**src/rtl/idu_seq.sv**
```systemverilog
// rtl/idu_seq.sv - fetch, decode and execute-phase sequencer for the multicycle NPC core
module idu_seq (
    input  logic        clk,
    input  logic        rst,
    input  logic [31:0] pc,
    output logic        inst_ren,
    output logic [31:0] inst_addr,
    input  logic        inst_valid,
    input  logic [31:0] inst_rdata,
    output logic [2:0]  EXU_en,
    output logic [6:0]  tp,
    output logic [4:0]  rs1,
    output logic [4:0]  rs2,
    output logic [4:0]  rd,
    output logic [31:0] imm,
    input  logic        halt,
    input  logic        ebreak,
    output logic        stop,
    output logic        stop_cause,
    output logic [31:0] inst_cnt
);

    typedef enum logic [3:0] {
        S_FETCH, S_DECODE, S_EX0, S_EX1, S_EX2, S_EX3, S_EX4, S_REL, S_STOP
    } state_t;

    localparam logic [6:0] TP_INV    = 7'd0;
    localparam logic [6:0] TP_ADDI   = 7'd1;
    localparam logic [6:0] TP_LW     = 7'd2;
    localparam logic [6:0] TP_SW     = 7'd3;
    localparam logic [6:0] TP_SH     = 7'd4;
    localparam logic [6:0] TP_SB     = 7'd5;
    localparam logic [6:0] TP_EBREAK = 7'd6;

    state_t      state;
    state_t      state_next;
    logic [2:0]  exu_sel;
    logic        accept;
    logic [31:0] ir;
    logic [31:0] cnt_q;
    logic [6:0]  dec_tp;
    logic [31:0] dec_imm;

    always_ff @(posedge clk) begin
        if (rst) state <= S_FETCH;
        else     state <= state_next;
    end

    always_comb begin
        state_next = state;
        exu_sel    = 3'b111;
        accept     = 1'b0;
        case (state)
            S_FETCH: begin
                // Valid only counts once our own registered request is on the port.
                if (inst_ren && inst_valid) begin
                    accept     = 1'b1;
                    state_next = S_DECODE;
                end
            end
            S_DECODE: state_next = S_EX0;
            S_EX0: begin exu_sel = 3'd0; state_next = S_EX1; end
            S_EX1: begin exu_sel = 3'd1; state_next = S_EX2; end
            S_EX2: begin exu_sel = 3'd2; state_next = S_EX3; end
            S_EX3: begin exu_sel = 3'd3; state_next = S_EX4; end
            S_EX4: begin
                exu_sel    = 3'd4;
                state_next = (halt || ebreak) ? S_STOP : S_REL;
            end
            S_REL:   state_next = S_FETCH;
            S_STOP:  state_next = S_STOP;
            default: state_next = S_FETCH;
        endcase
    end

    always_comb begin
        dec_tp  = TP_INV;
        dec_imm = 32'd0;
        if (ir == 32'h0010_0073) begin
            dec_tp = TP_EBREAK;
        end else begin
            case (ir[6:0])
                7'b0010011: if (ir[14:12] == 3'b000) begin
                    dec_tp  = TP_ADDI;
                    dec_imm = {{20{ir[31]}}, ir[31:20]};
                end
                7'b0000011: if (ir[14:12] == 3'b010) begin
                    dec_tp  = TP_LW;
                    dec_imm = {{20{ir[31]}}, ir[31:20]};
                end
                7'b0100011: begin
                    case (ir[14:12])
                        3'b010:  dec_tp = TP_SW;
                        3'b001:  dec_tp = TP_SH;
                        3'b000:  dec_tp = TP_SB;
                        default: dec_tp = TP_INV;
                    endcase
                    if (dec_tp != TP_INV) dec_imm = {{20{ir[31]}}, ir[31:25], ir[11:7]};
                end
                default: dec_tp = TP_INV;
            endcase
        end
    end

    always_ff @(posedge clk) begin
        if (rst) begin
            inst_ren   <= 1'b0;
            inst_addr  <= 32'd0;
            ir         <= 32'd0;
            tp         <= 7'd0;
            rs1        <= 5'd0;
            rs2        <= 5'd0;
            rd         <= 5'd0;
            imm        <= 32'd0;
            stop_cause <= 1'b0;
            cnt_q      <= 32'd0;
        end else begin
            // pc is settled by REL, so the address captured on entry to FETCH is current.
            inst_ren <= (state_next == S_FETCH);
            if (state_next == S_FETCH) inst_addr <= pc;
            if (accept) ir <= inst_rdata;
            if (state == S_DECODE) begin
                tp  <= dec_tp;
                rs1 <= ir[19:15];
                rs2 <= ir[24:20];
                rd  <= ir[11:7];
                imm <= dec_imm;
            end
            if (state == S_EX4) begin
                if (halt || ebreak) stop_cause <= ebreak;
                else                cnt_q      <= cnt_q + 32'd1;
            end
        end
    end

    assign EXU_en   = exu_sel;
    assign stop     = (state == S_STOP);
    assign inst_cnt = cnt_q;

endmodule

```
**config.mk**
```make
export PLATFORM = sky130hd
export DESIGN_NAME = idu_seq
export DESIGN_NICKNAME = d
export VERILOG_FILES = /design/src/rtl/idu_seq.sv
export SDC_FILE = /design/constraint.sdc
export NUM_CORES = 1
export LEC_CHECK = 0
export CORE_MARGIN = 8
export CORE_UTILIZATION = 43
export CTS_BUF_LIST = sky130_fd_sc_hd__clkbuf_2
export DETAILED_ROUTE_END_ITERATION = 10
export MAX_ROUTING_LAYER = met4
export PLACE_DENSITY = 0.79
export SLEW_MARGIN = 15
export SYNTH_ARGS = -nofsm -noshare
export SYNTH_HDL_FRONTEND = slang
export SYNTH_SLANG_ARGS = --single-unit
export TNS_END_PERCENT = 1
```
**constraint.sdc**
```tcl
create_clock -name clk -period 2 [get_ports clk]
set_clock_uncertainty 0.15 [all_clocks]
set_input_delay 0.3 -clock clk [delete_from_list [all_inputs] [get_ports clk]]
set_output_delay 0.3 -clock clk [all_outputs]
set_load 0.01 [all_outputs]
```
==> flow_summary.ini, run 1 <==
[min_path]
hp-class = in -> reg

[logic_synthesis]
synthAdderAreaFrac = 0.00219
synthFlopType = dfxtp_1
muxShareOfSynthArea = 0.0158
synth-compound-area-share = 0.190
synth.cell_area_sq_um = 5700
synth_area_per_cell_sq_um = 8.17
ys_ff_latch = 132
synthCells = 698
async_reset_ff_frac = 0
yosys.area_share.simple = 0.244
synth_top_family_by_area = simple AND/OR/NAND/NOR gates
yosysWarnings = 0
synthXorXnorAreaFrac = 0.0108
synth-edff-count = 0
yosysSeqAreaShare = 0.463
ys_types = 47

[routing]
drtPass1Iterations = 5
vias_per_cell = 5.34
antenna_left = 0
via_count = 6148
wl_per_cell_microns = 17.1
dr.first_iter.drc_count = 478
wl_microns = 19700
drc = 0

[setup_path]
worstPathCellList = buf_4, nand2b_1, nor3_2, buf_2
crit_path_max_incr_delay_ps = 380
start_kind = register
path_class = reg -> out
crit_arrival_ps = 1690
cp_max_fo = 3
crit_family = flip-flops
required_ps = 1550
slowest_stage = dfxtp_4
cp-end-kind = output port
cp_num_buf_inv = 2

[global_route]
antenna_found_initial = 3
grt_pass1_vias = 6172
grt_overflow = 0
grt_usage = 0.228
grt_pass1_wl_microns = 31400
grt_max_degree = 62

[clock_tree]
cts_tree = built
clkLatencyLatePin_ps = 720
clk_path_buf_depth = 2
path_clk_slew_ps = 210
h-tree-depth = 4
cts_sinks = 132
cts_made_buffers = 17
cts-root-buf = clkbuf_2

[status]
violations = setup timing
outcome = finished with violations

[die]
std_cell_rows = 42
num_io_pins = 193
die_x_microns = 131
core_area_sq_um = 13100
die_y_microns = 131
initial_core_util = 0.436
dieArea_sq_um = 17200

[sta]
hold_viol_final = 0
worst_pin_slew_ps = 613
setup_tns_ps = -361
max_freq_mhz = 468
slew_violations = 0
fin_hold_ws_ps = 93.0
setup_violations = 4
rsz0062_at_grt = true
min_period_over_period = 1.07
slew-limit-headroom = 0.590
period_needed_ps = 2140
fin_ws_ps = -138

[power_and_ir_drop]
p_per_area_nw_per_um2 = 686
p_leak_nw = 3.69
peakVddDrop_uv = 424

[job]
drv_cap = 0

[layout]
layout-drive-gt1-share = 0.194
final_util = 0.679
stdcell_count = 1152
multi_input_area_sq_um = 2770
regArea_sq_um = 2710
syn_to_final_growth_pct = 55.8
fillers = 1032
final_nets = 1030

[placed_design]
dpl.cell_count = 1051
dp_hpwl_microns = 12700
port_buffers = 188
gp_congestion = 0.837
==> worst paths after layout <==
check | start | endpoint | slack [ps] | cells after the start
min reg2reg | rd[0] | rd[0] | 320 | 2
max reg2reg | state[2] | inst_cnt[25] | 10 | 7
max | state[2] | stop | -140 | 4
min | halt | stop_cause | 90 | 4
==> metrics by stage <==
| stage | total power (W) | setup WS, ps | instance area [sq um] |
|---|---|---|---|
| floorplan | 0.00362 | 38.2 | 5710 |
| global placement | 0.00436 | -152 | 8010 |
| detailed placement | 0.00438 | -210 | 8010 |
| CTS | 0.00610 | -247 | 8790 |
| global route | 0.00639 | -241 | 8880 |
| finish | 0.00609 | -138 | 8880 |
==> repair_timing <==
action,in CTS,in global routing
buffers inserted,1,0
endpoints found under the hold margin,103,0
hold buffers,65,0
gates resized for setup,256,31
pin swaps,1,3
setup endpoints to repair,120,54
==> metal layers <==
metal,track usage,vias up,part of all wire
li1,-,2978,-
met1,0.255,2884,0.41
met2,0.362,232,0.48
met3,0.0610,54,0.068
met4,0.131,0,0.039
met5,-,-,0
==> registers in the layout, summed over array words and instances, names as in the netlist <==
name	count
inst_addr	32
inst_ren	1
rs2	5
state	4
inst_cnt	32
stop_cause	1
imm	12
rd	5
ir	32
rs1	5
tp	3
==> power breakdown <==
part | leakage, nW | internal (W) | switching (W)
registers | 1.10 | 0.00281 | 0.000121
clock network | 0.137 | 0.000689 | 0.00102
logic | 2.46 | 0.000706 | 0.000753
total | 3.69 | 0.00420 | 0.00189
==> area by class of cell <==
class	count	share of cell area
Timing Repair Buffer	316	0.326
Multi-Input combinational cell	487	0.312
Sequential cell	132	0.305
Tap cell	176	0.0248
Clock inverter	14	0.0183
Clock buffer	18	0.0101
Inverter	6	0.00253
Antenna cell	3	0.000845
==> cells in the mapped netlist, types with 4 or more instances <==
master | number | area, sq um
nand2_1 | 118 | 443
o31ai_1 | 13 | 97.6
nor4_1 | 15 | 93.8
clkbuf_1 | 38 | 143
nor3_1 | 5 | 25.0
a22o_1 | 12 | 105
or3_1 | 5 | 31.3
or4_1 | 15 | 113
nand2b_1 | 6 | 37.5
buf_2 | 10 | 50.1
nor2_1 | 23 | 86.3
a211oi_1 | 4 | 30.0
a22oi_1 | 6 | 45.0
and4_1 | 5 | 43.8
mux2_1 | 6 | 67.6
dfxtp_1 | 132 | 2640
nor2b_1 | 8 | 50.1
and3_1 | 5 | 31.3
buf_4 | 25 | 188
xnor2_1 | 4 | 35.0
a21oi_1 | 103 | 515
o21ai_0 | 43 | 215
nand3_1 | 43 | 215
inv_1 | 6 | 22.5
nand4_1 | 13 | 81.3
==> cells by family after synthesis <==
| family | after synthesis |
|---|---|
| AOI/OAI and AO/OA | 190 |
| and+or+nand+nor | 277 |
| adders and majority gates | 1 |
| buffers and inverters | 82 |
| DFF | 132 |
| muxes | 8 |
| xor gates and xnor gates | 7 |
| other | 1 |
==> placed cells by master (no fill, tap or decap), drive strengths merged, types with 6 or more instances in the layout <==
cell type      instances
a21oi                103
nor2                  23
clkdlybuf4s15          7
nor4                  15
clkbuf                22
nor2b                  8
nand4                 14
dlygate4sd3           65
a22oi                  6
buf                   89
inv                    6
o21ai                 43
clkinv                 6
mux2                   8
nand2                118
nand3                 43
a22o                  12
clkdlybuf4s50         67
o31ai                 13
or4                   15
dlygate4sd2           83
nand2b                 6
dfxtp                132
==> tightest hold or removal path, stage by stage <==
cell             delay (ps)
clkdlybuf4s50_1         440
nand2_1                  70
a22oi_1                  60
nor2_1                   70
Note: power is estimated with default switching activity, not from simulation.
==> inputs of run 2 (changes only) <==
- TNS_END_PERCENT: 1 -> default
==> run 2 against run 1 <==
Effect of this change: sequential share of layout area decreased by 1.4 points; final area increased by 5.1%; critical path type unchanged; die area unchanged; setup slack improved by 13 ps; the run still ends with setup timing left; non-clock buffer count increased by 24; largest cell class unchanged; sequential cell count unchanged; final cell count increased by 2.1%; worst hold slack got worse by 2.7 ps; via count increased by 3.1%.
==> flow_summary.ini, run 2 (same netlist as run 1, synthesis figures left out) <==
[status]
outcome = finished with violations
violations = setup timing

[sta]
setup_violations = 9
rsz0062_at_grt = true
fin_ws_ps = -126
hold_viol_final = 0
slew_violations = 0
setup_tns_ps = -426
slew-limit-headroom = 0.571
min_period_over_period = 1.06
max_freq_mhz = 470
worst_pin_slew_ps = 643
period_needed_ps = 2130

[layout]
layout-drive-gt1-share = 0.236
stdcell_count = 1176
final_cell_mix = nand2_1, a21oi_1, dfxtp_1, dlygate4sd2_1, clkdlybuf4s50_1
final_nets = 1054
fillers = 956
final_util = 0.713
regArea_sq_um = 2720
final_design_area_no_fill_sq_um = 9340
syn_to_final_growth_pct = 63.7
multi_input_area_sq_um = 2930
final_common_cell = nand2_1

[job]
drv_cap = 0

[power_and_ir_drop]
peakVddDrop_uv = 423
p_leak_nw = 3.92
p_per_area_nw_per_um2 = 658
power_w = 0.00614

[clock_tree]
cts_tree = built
cts-root-buf = clkbuf_2
path_clk_slew_ps = 200
clk_path_buf_depth = 2
cts_made_buffers = 17
clkLatencyLatePin_ps = 720
h-tree-depth = 4
cts_sinks = 132

[setup_path]
crit_end = stop
regToRegSetupSlack_ps = -70
start_kind = register
required_ps = 1550
worstRegToRegCells = 7
crit_arrival_ps = 1680
cp_max_fo = 3
cp-end-kind = output port
r2r-end = inst_cnt[25]
path_class = reg -> out
crit_start = state[2]
crit-reg2reg-launch = state[0]

[placed_design]
port_buffers = 188
gp_congestion = 0.837
post_dp_cell_area_sq_um = 8010
dp_hpwl_microns = 12700
dpl.cell_count = 1051

[routing]
vias_per_cell = 5.39
drtPass1Iterations = 4
antenna_left = 0
wl_per_cell_microns = 17.5
dr.first_iter.drc_count = 548
wl_microns = 20600
via_count = 6337
drc = 0

[die]
die_x_microns = 131
initial_core_util = 0.436
num_io_pins = 193
core_area_sq_um = 13100
dieArea_sq_um = 17200
die_y_microns = 131
std_cell_rows = 42

[global_route]
antenna_found_initial = 3
grt_pass1_wl_microns = 32400
grt_pass1_vias = 6319
grt_max_degree = 62
grt_usage = 0.235
grt_overflow = 0

[min_path]
hp-class = in -> reg
==> run 2: cell count changes in the layout (fill, tap and decap cells not counted), sizes merged <==
cell / change
clkdlybuf4s15: +1
buf: +24
dlymetal6s2s: -1
==> run 2: per-layer routing <==
metal,global-route usage,wire (microns),vias to the layer above
li1,-,-,3030
met1,0.266,8410,3017
met2,0.375,10100,232
met3,0.0591,1350,58
met4,0.128,803,0
met5,-,0,-
==> run 2: power breakdown <==
| group | internal (W) | switching (W) | total (W) |
|---|---|---|---|
| clock network | 0.000689 | 0.00102 | 0.00171 |
| logic | 0.000734 | 0.000774 | 0.00151 |
| registers | 0.00281 | 0.000118 | 0.00292 |
==> run 2: metrics by stage <==
| step | hold slack [ps] | setup slack [ps] |
|---|---|---|
| after detailed placement | 294 | -210 |
| after CTS | 27.0 | -201 |
| after global routing | 103 | -216 |
| after global placement | 291 | -152 |
| final | 90.3 | -126 |
| after floorplan | 282 | 38.2 |
==> run 2: final cells by class <==
type                    count  area share
diodes                      3    0.000804
clock buffers              18     0.00965
clock inverters            14      0.0174
inverters                   6     0.00241
multi-input cells         487       0.314
flip-flops and latches    132       0.291
well taps                 176      0.0236
repair buffers            340       0.341
==> run 2: how the worst min path moves through the flow <==
stage / startpoint / endpoint / slack, ps / depth (start not counted)
global placement: rs1[4] / rs1[4] / 290 / 2
CTS: halt / stop_cause / 30 / 4
global route: halt / stop_cause / 100 / 4
detailed placement: ir[1] / ir[1] / 290 / 2
finish: halt / stop_cause / 90 / 4
floorplan: ir[1] / ir[1] / 280 / 2
==> run 2: timing repair <==
action	in CTS	in global routing
setup buffers	16	8
endpoints found under the setup margin	120	68
hold buffers	65	0
pin swaps	4	17
hold endpoints to repair	103	0
resized for setup	276	64
gates cloned	1	0
==> run 2: critical path, stage by stage (launching register included) <==
cell      delay [ps]
dfxtp_4          390
buf_6            120
nand2b_4         140
nor3_2           160
buf_2            170
==> inputs of run 3 (changes only) <==
- CORE_MARGIN: 8 -> default
- SLEW_MARGIN: 15 -> 20
==> run 3 against run 2 <==
Effect of this change: the run still ends with setup timing left; first-iteration DRC count is 9.3% lower; clock power is 5% higher; routed wire length is 1.6% lower; sequential share of layout area is 0.21 points lower; total power is 4.5% higher; critical path type unchanged; critical endpoint unchanged; highest routed layer unchanged.
==> flow_summary.ini, run 3 (same netlist as run 1, synthesis figures left out) <==
[status]
outcome = finished with violations
violations = setup timing

[setup_path]
slowest_stage = dfxtp_2
cp.depth = 4
start_kind = register
crit_family = flip-flops
crit-reg2reg-launch = state[0]
crit_arrival_ps = 1680
crit_start = state[2]
path_class = reg -> out
cp-end-kind = output port
cp_num_buf_inv = 2
cp_max_fo = 5
crit_path_max_incr_delay_ps = 350
required_ps = 1550
worstPathCellList = buf_6, nand2b_4, nor3_4, buf_2
worstRegToRegCells = 6

[min_path]
min_path_cells = 4
hp-class = in -> reg
min-delay-start = halt

[sta]
slew_violations = 0
min_period_over_period = 1.07
setup_violations = 28
worst_pin_slew_ps = 538
rsz0062_at_grt = true
max_freq_mhz = 469
hold_viol_final = 0
fin_ws_ps = -132
slew-limit-headroom = 0.642
fin_hold_ws_ps = 69.0
period_needed_ps = 2130

[power_and_ir_drop]
p_per_area_nw_per_um2 = 685
peakVddDrop_uv = 574
p_leak_nw = 3.91

[routing]
wl_microns = 20300
drtPass1Iterations = 5
drc = 0
vias_per_cell = 5.45
antenna_left = 0
via_count = 6457
wl_per_cell_microns = 17.1
dr.first_iter.drc_count = 497

[die]
die_y_microns = 117
dieArea_sq_um = 13700
num_io_pins = 193
initial_core_util = 0.446
die_x_microns = 117
core_area_sq_um = 12800
std_cell_rows = 41

[global_route]
grt_usage = 0.288
antenna_found_initial = 1
grt_overflow = 0
grt_pass1_vias = 5996
grt_max_degree = 48
grt_pass1_wl_microns = 29100

[placed_design]
dpl.cell_count = 1048
gp_congestion = 0.842
dp_hpwl_microns = 11400
port_buffers = 188

[clock_tree]
clk_path_buf_depth = 2
cts_made_buffers = 17
cts_sinks = 132
cts-root-buf = clkbuf_2
clkLatencyLatePin_ps = 750
h-tree-depth = 4
path_clk_slew_ps = 180
cts_tree = built

[layout]
layout-drive-gt1-share = 0.242
syn_to_final_growth_pct = 64.4
final_common_cell = nand2_1
final_nets = 1068
stdcell_count = 1184
final_cell_mix = nand2_1, a21oi_1, dfxtp_1, dlygate4sd2_1, buf_4

[job]
drv_cap = 0
run 3: area by class of cell:
cell class,instances,area [sq um]
fillers,934,3400
repair buffers,354,3310
multi-input cells,487,2850
flip-flops and latches,132,2710
well taps,172,215
clock inverters,12,161
clock buffers,20,100
inverters,6,22.5
diodes,1,2.50
run 3: worst min-delay path: cells and delay by family:
kind,cells,cell delay [ps]
buf+inv,1,440
simple gates,2,150
compound gates,1,60
run 3: path summary, 6_finish.rpt:
| path | to | slack, ps |
|---|---|---|
| min | stop_cause | 70 |
| min reg2reg | rs1[4] | 310 |
| max reg2reg | inst_cnt[26] | -120 |
| max | stop | -130 |
run 3: through the flow:
step / util / total power (W) / area [sq um] / setup TNS (ps) / setup WS, ps
final: 0.734 / 0.00642 / 9370 / -1370 / -132
after global routing: 0.734 / 0.00670 / 9370 / -6280 / -227
after CTS: 0.709 / 0.00616 / 9050 / -505 / -146
after detailed placement: 0.626 / 0.00436 / 7990 / -4660 / -344
after global placement: 0.626 / 0.00434 / 7990 / -4530 / -287
after floorplan: - / 0.00362 / 5710 / 0 / 38.2
run 3: per-layer routing:
metal | vias to the layer above | wire length [microns] | track usage | part of all wire
met1 | 3033 | 8510 | 0.340 | 0.42
met3 | 73 | 1180 | 0.0618 | 0.058
met5 | - | 0 | - | 0
met4 | 0 | 748 | 0.154 | 0.037
li1 | 3058 | - | - | -
met2 | 293 | 9870 | 0.458 | 0.49
run 3: timing repair:
item	CTS	global route
pin swaps	5	9
endpoints found under the setup margin	122	114
buffers inserted	17	11
hold endpoints to repair	80	0
gates cloned	1	9
gates resized for setup	244	81
hold buffers	65	0
run 3: power by group:
part / internal [W] / leakage [nW] / switching, W
logic: 0.000855 / 2.66 / 0.000846
registers: 0.00281 / 1.10 / 0.000113
clock network: 0.000816 / 0.148 / 0.000977
total: 0.00448 / 3.91 / 0.00194
